$ cat config.mk
export PLATFORM = sky130hd
export DESIGN_NAME = modulo_counter_chain
export DESIGN_NICKNAME = d
export VERILOG_FILES = /design/src/rtl/modulo_counter_chain.sv
export SDC_FILE = /design/constraint.sdc
export NUM_CORES = 1
export LEC_CHECK = 0
export CAP_MARGIN = 20
export CORE_AREA = 2 2 78 65
export CTS_CLUSTER_DIAMETER = 40
export CTS_CLUSTER_SIZE = 24
export DETAILED_ROUTE_END_ITERATION = 10
export DIE_AREA = 0 0 80 67
export PLACE_DENSITY = 0.7
export SLEW_MARGIN = 0
export SYNTH_ARGS = -nofsm -noshare
export SYNTH_HDL_FRONTEND = slang
export SYNTH_SLANG_ARGS = --single-unit
$ cat constraint.sdc
create_clock -name clk -period 2.4 [get_ports clk]
set_input_delay 0.36 -clock clk [delete_from_list [all_inputs] [get_ports clk]]
set_output_delay 0.36 -clock clk [all_outputs]
set_load 0.02 [all_outputs]
$ cat src/rtl/modulo_counter_chain.sv
// modulo_counter_chain
//   A cascade of NUM_STAGES modulo-STAGE_MOD digit counters. Stage 0 is the
//   least significant digit. The ripple enable is purely combinational, so the
//   whole chain steps as a single counter with no carry latency. It counts up
//   or down, and it supports synchronous clear and parallel load (clear wins
//   over load, and load wins over enable). A digit loaded with a value of
//   STAGE_MOD or more saturates to STAGE_MOD-1.
//
//   Optional feature macro: COUNTER_CHAIN_SNAPSHOT_EN
//     When defined, snap_strobe captures the post-update count into snap_count
//     at that edge, which gives a coherent multi-digit read.
//     When undefined, snap_count is tied to zero and no snapshot register exists.
module modulo_counter_chain #(
    parameter int STAGE_WIDTH = 4,
    parameter int NUM_STAGES  = 4,
    parameter int STAGE_MOD   = 10
) (
    input  logic                              clk,
    input  logic                              reset,
    input  logic                              clear,
    input  logic                              enable,
    input  logic                              up_down,
    input  logic                              load,
    input  logic [NUM_STAGES*STAGE_WIDTH-1:0] load_value,
    output logic [NUM_STAGES*STAGE_WIDTH-1:0] count,
    output logic                              terminal_count,
    output logic                              wrap_pulse,
    input  logic                              snap_strobe,
    output logic [NUM_STAGES*STAGE_WIDTH-1:0] snap_count
);

    localparam int CW = NUM_STAGES * STAGE_WIDTH;
    localparam logic [STAGE_WIDTH-1:0] MAX_DIGIT = STAGE_WIDTH'(STAGE_MOD - 1);

    generate
        if (STAGE_MOD < 2 || STAGE_MOD > (2 ** STAGE_WIDTH)) begin : g_bad_mod
            $error("modulo_counter_chain: STAGE_MOD must lie in [2, 2**STAGE_WIDTH]");
        end
    endgenerate

    logic [CW-1:0]         count_q;
    logic [CW-1:0]         count_next;
    logic [NUM_STAGES-1:0] digit_term;
    logic [NUM_STAGES-1:0] stage_en;

    assign count = count_q;

    // Per-digit terminal detection and ripple enable; the chain is terminal when every digit is.
    always_comb begin
        logic carry;
        digit_term = '0;
        stage_en   = '0;
        carry      = enable;
        for (int j = 0; j < NUM_STAGES; j++) begin
            digit_term[j] = up_down ? (count_q[j*STAGE_WIDTH +: STAGE_WIDTH] == MAX_DIGIT)
                                    : (count_q[j*STAGE_WIDTH +: STAGE_WIDTH] == '0);
            stage_en[j]   = carry;
            carry         = carry & digit_term[j];
        end
        terminal_count = carry;
    end

    // Next digit values: clear beats load, and load beats counting.
    always_comb begin
        count_next = count_q;
        if (clear) begin
            count_next = '0;
        end else if (load) begin
            for (int j = 0; j < NUM_STAGES; j++) begin
                count_next[j*STAGE_WIDTH +: STAGE_WIDTH] =
                    (load_value[j*STAGE_WIDTH +: STAGE_WIDTH] > MAX_DIGIT)
                        ? MAX_DIGIT : load_value[j*STAGE_WIDTH +: STAGE_WIDTH];
            end
        end else begin
            for (int j = 0; j < NUM_STAGES; j++) begin
                if (stage_en[j]) begin
                    if (up_down) begin
                        count_next[j*STAGE_WIDTH +: STAGE_WIDTH] = digit_term[j] ? '0
                            : count_q[j*STAGE_WIDTH +: STAGE_WIDTH] + STAGE_WIDTH'(1);
                    end else begin
                        count_next[j*STAGE_WIDTH +: STAGE_WIDTH] = digit_term[j] ? MAX_DIGIT
                            : count_q[j*STAGE_WIDTH +: STAGE_WIDTH] - STAGE_WIDTH'(1);
                    end
                end
            end
        end
    end

    // Digit register.
    always_ff @(posedge clk or negedge reset) begin
        if (!reset) begin
            count_q <= '0;
        end else begin
            count_q <= count_next;
        end
    end

    // One-cycle wrap flag. A clear or load on the wrapping edge suppresses it.
    always_ff @(posedge clk or negedge reset) begin
        if (!reset) begin
            wrap_pulse <= 1'b0;
        end else begin
            wrap_pulse <= terminal_count & ~clear & ~load;
        end
    end

`ifdef COUNTER_CHAIN_SNAPSHOT_EN
    logic [CW-1:0] snap_q;

    // Capture the value the counter takes at this edge, including a clear or a load.
    always_ff @(posedge clk or negedge reset) begin
        if (!reset) begin
            snap_q <= '0;
        end else if (snap_strobe) begin
            snap_q <= count_next;
        end
    end

    assign snap_count = snap_q;
`else
    logic snap_unused;
    assign snap_unused = snap_strobe;
    assign snap_count  = '0;
`endif

endmodule

# Word-level counts from Yosys, hierarchy flattened
# Index checks and enable logic that the tools add are counted.
# Widths: inputs -> output; s select.
dict set report classes {
  add_sub_neg 8
  multipliers 0
  div 0
  magnitude_cmp 4
  eq_ne 4
  shifts 0
  n_mux 26
  bitwise_logic 8
  reduce_logical 8
}
# cell n
set op_table {}
lappend op_table {{$mux 4} 20}
lappend op_table {{$mux 16} 2}
lappend op_table {{$add 4x1->4 const B} 4}
lappend op_table {{$eq 4x4->1 const B} 4}
lappend op_table {{$gt 4x4->1 const B} 4}
lappend op_table {{$logic_not 4->1} 4}
lappend op_table {{$sub 4x1->4 const B} 4}
lappend op_table {{$reduce_bool 3->1} 4}
lappend op_table {{$and 1x1->1} 6}
lappend op_table {{$mux 1} 4}
lappend op_table {{$not 1->1} 2}
dict set report word_totals {
  regBits 17
  latchBits 0
  mem_bits_rw 0
  romBits 0
  input_bits 23
  out_inout_bits 34
  elab_cells 63
  n_memories 0
}

# Logic depth before layout (Yosys ltp)
dict set report logic_depth {
  word_depth 8
  mapped_depth 7
  depth_no_buf 7
}

# Least setup slack after synthesis
# No wires, ideal clock.
dict set report synth_timing {
  path_kind {reg2out}
  start {register count_q[4] (netlist: count[4])}
  end {output port terminal_count}
  arrival_ps 2046
  t_required_ps 2040
  setup_slack_ps -6
  stages_incl_launch_ff 6
  path_buffers 0
  path_cell_list {dfrtp_1 inv_1 ha_1 or4b_4 a221oi_4 and3_1}
}
dict set report synth_between {
  elab_chain_cells 5
  elab_cells_between_ends 6
  classes_between {eq/ne: 1; mux: 1; bitwise: 3; reduce/logical: 1}
}
# element line
set synth_lines {}
lappend synth_lines {{start: declaration} 41} ;# logic [CW-1:0] count_q;
lappend synth_lines {{start signal: assignment} 94} ;# count_q <= count_next;
lappend synth_lines {{$eq 4x4->1 or $logic_not 4->1 (tied branches)} {55, 56}}
lappend synth_lines {{$mux 1 (*)} 55} ;# digit_term[j] = up_down ? (count_q[j*STAGE_WIDTH +: STAGE_WIDTH] == MAX_DIGIT)
lappend synth_lines {{$and 1x1->1 (*) (3 in a row)} 58} ;# carry = carry & digit_term[j];
lappend synth_lines {{end: declaration} 26} ;# output logic terminal_count,
# Every way passes the cells marked *; elsewhere a longest branch is shown, timed or not.

# Worst setup path after layout
dict set report layout_timing {
  start {input port up_down}
  end {output port terminal_count}
}
dict set report layout_between {
  elab_chain_cells 5
  elab_cells_between_ends 8
  classes_between {mux: 4; bitwise: 4}
}
# element line
set layout_lines {}
lappend layout_lines {{start: declaration} 22} ;# input logic up_down,
lappend layout_lines {{$mux 1} 55}
lappend layout_lines {{$and 1x1->1 (3 in a row)} 58}
lappend layout_lines {{$and 1x1->1 (*)} 58}
# Marked as above.

==> impl_metrics.tcl <==
set metrics [dict create \
    switching_share_pct 36.63 \
    final_common_cell "clkdlybuf4s50_1" \
    p_total_mw 1.015 \
    finalHoldViolCount 0 \
    die_y_um 67 \
    cp.arrival_ns 2.03 \
    async_reset_ff_share_pct 100.0 \
    hold_class "input pin to async pin" \
    grt_pass1_wl_mm 7.852 \
    synth-main-ff-cell "dfrtp_1" \
    setup_tns_ns 0 \
    critPathRequiredTime_ns 2.04 \
    drc 0 \
    cts_tree "done" \
    rsz0062_at_grt "true" \
    regArea_um2 425.4 \
    seq_area_frac_synth_pct 23.68 \
    place.gp.congestion 0.8891 \
    via_count 1821 \
    p_leak_nw 1.093 \
    switching_power_mw 0.3717 \
    r2r-end "count[10]$_DFFE_PN0P_" \
    wl_met3_um 238 \
    core_um2 4514 \
    grt_pass1_vias 1694 \
    first_pass_iters 4 \
    nNetsFinal 327 \
    wl_mm 4.671 \
    drive_gt1_share_pct 15.81 \
    yosysUniqueCellTypes 50 \
    ant_nets 0 \
    pwr-share-comb_pct 45.2 \
    worst_setup_path_start_kind "input pin" \
    rr_startpoint "count[4]$_DFFE_PN0P_" \
    post-route-period-util_pct 99.65 \
    crit_chain "clkdlybuf4s50_1 > buf_4 > or3b_4 > a221oi_4 > and3_4 > buf_6" \
    status "completed" \
    synthToLayoutAreaGrowth_pct 36.70 \
    syn-cell-area_um2 1797 \
    cp_slowest_cell "clkdlybuf4s50_1" \
    vias_per_cell 5.188 \
    fin_skew_ns 0.004567 \
    wl_met1_mm 2.201 \
    crit_path_end_kind "primary output" \
    syn_area_per_cell_um2 7.846 \
    ioPinCount 57 \
    seqPwrFrac_pct 32.0 \
    setup_violations 0 \
    htree_levels 1 \
    first_iter_violations 55 \
    crit_fanout 4 \
    clock-sinks 17 \
    antenna_found_initial 0 \
    n_antenna_cell 0 \
    maxCapViolations 0 \
    clockRootBuffer "clkbuf_8" \
    n_fill_cell 464 \
    clkTransAtPathRegs_ns 0.08 \
    clock_latency_ns 0.26 \
    met2_length_mm 2.212 \
    multi_input_area_um2 1215 \
    track_usage_pct 18.52 \
    dieArea_um2 5360 \
    ys_warn_count 0 \
    synth_edf_count 0 \
    wire_per_inst_um 13.31 \
    fmax_ghz 0.4181 \
    pwr-share-clk_pct 22.8 \
    ys_seq_elements 17 \
    reg2reg_depth 8 \
    place_hpwl_mm 3.454 \
    die_x_um 80 \
    cts_buffers 3 \
    grt_max_degree 18 \
    dr.max_layer_used "met4" \
    slowest_delay_ns 0.46 \
    gr-total-overflow 0 \
    io_buffers 39 \
    hold_buffers 0 \
    p_int_mw 0.6430 \
    synthCells 229 \
    ctsLongestPathBuffers 2 \
    layout_common_cells "clkdlybuf4s50_1 (38), buf_4 (32), dfrtp_1 (17)" \
    setup_ws_ns 0.008429 \
    post-place-ws_ns -0.4883 \
    floorplan.initialDensity_pct 39.80 \
    row_count 22 \
    powerDensity_nw_per_um2 413.1 \
    min_period_ns 2.392 \
    final-max-slew-violation-count 0 \
    reg2reg_setup_slack_ns 0.24 \
    ir_drop_mv 0.2215 \
    worst-setup-path-type "input pin to primary output" \
]
worst max path at each step:
stage | startpoint | slack [ns] | to | cells past startpoint
after global routing | count[4]$_DFFE_PN0P_ | -0.01 | terminal_count | 6
final | up_down | 0.008 | terminal_count | 6
after global placement | up_down | -0.49 | terminal_count | 6
after CTS | up_down | 0.0005 | terminal_count | 7
after floorplan | count[4]$_DFFE_PN0P_ | 0.02 | terminal_count | 5
after detailed placement | up_down | -0.49 | terminal_count | 6
what timing repair did:
action / in CTS / in global routing
endpoints found under the setup margin: 1 / 1
resized for setup: 12 / 1
pin swaps: 3 / 2
setup buffers: 1 / 1
power by group through the flow:
| stage | Combinational, mW | Clock (mW) | Sequential (mW) |
|---|---|---|---|
| 5_1_grt | 0.508 | 0.245 | 0.328 |
| 3_5_place_dp | 0.446 | 0 | 0.330 |
| 2_1_floorplan | 0.247 | 0 | 0.365 |
| 3_3_place_gp | 0.441 | 0 | 0.329 |
| 4_1_cts | 0.457 | 0.237 | 0.325 |
| 6_report | 0.459 | 0.231 | 0.325 |
state kept, by name (all words and copies together), names as in the netlist:
register	count
count	16
wrap_pulse	1
cell families after synthesis:
logic type / after synthesis / synth area share, %
flip-flops: 17 / 23.68
other: 1 / 0.2087
adder cells (fa/ha/maj): 12 / 8.356
AO/OA/AOI/OAI: 76 / 29.60
buffers and inverters: 45 / 13.23
multiplexers: 4 / 2.229
AND/OR/NAND/NOR: 70 / 20.75
XOR/XNOR: 4 / 1.950
layer usage:
metal	vias to the layer above	track usage, %
li1	919	-
met1	852	24.71
met2	48	31.56
met3	2	3.117
met4	0	3.602
met5	-	0
Yosys cell counts, types with 2 or more instances:
library cell,instances,share of area [%]
nand3b_1,4,1.7
a211oi_1,4,1.7
a31oi_1,6,2.1
nor2_1,14,2.9
nor3_1,2,0.56
o21ai_1,3,0.84
nand2_1,15,3.1
a311oi_1,3,1.5
nand2b_1,10,3.5
and3_1,4,1.4
nand3_1,11,3.1
nor3b_1,2,0.84
a21oi_1,16,4.5
clkbuf_1,8,1.7
a211o_1,3,1.5
o211ai_1,3,1.3
o21ai_0,11,3.1
o21bai_1,6,2.5
buf_1,2,0.42
mux2i_1,4,2.2
o31ai_1,6,2.5
ha_1,12,8.4
buf_4,16,6.7
inv_1,17,3.6
dfrtp_1,17,24
xor2_1,3,1.5
nor2b_1,2,0.70
o22ai_1,3,1.0
per-stage QoR:
stage | hold slack [ns] | utilization, % | cells | area, µm²
4_1_cts | 0.4507 | 54.13 | 350 | 2444
6_report | 0.4384 | 54.41 | 351 | 2456
2_1_floorplan | 0.06441 | - | 244 | 1854
5_1_grt | 0.4847 | 54.41 | 351 | 2456
3_5_place_dp | 0.6290 | 52.52 | 345 | 2371
3_3_place_gp | 0.6129 | 52.52 | 345 | 2371
critical path: cells and delay by family:
| family | cells | cell delay (ns) |
|---|---|---|
| and+or+nand+nor | 2 | 0.64 |
| AOI/OAI and AO/OA | 1 | 0.27 |
| buffers and inverters | 3 | 0.75 |
layout make-up:
type                    count  share of cell area [%]
multi-input cells         182                   49.47
flip-flops and latches     17                   17.32
repair buffers             71                   25.73
well taps                  60                   3.057
inverters                  17                   2.598
clock buffers               4                   1.834
Note: power is estimated with default switching activity, not from simulation.
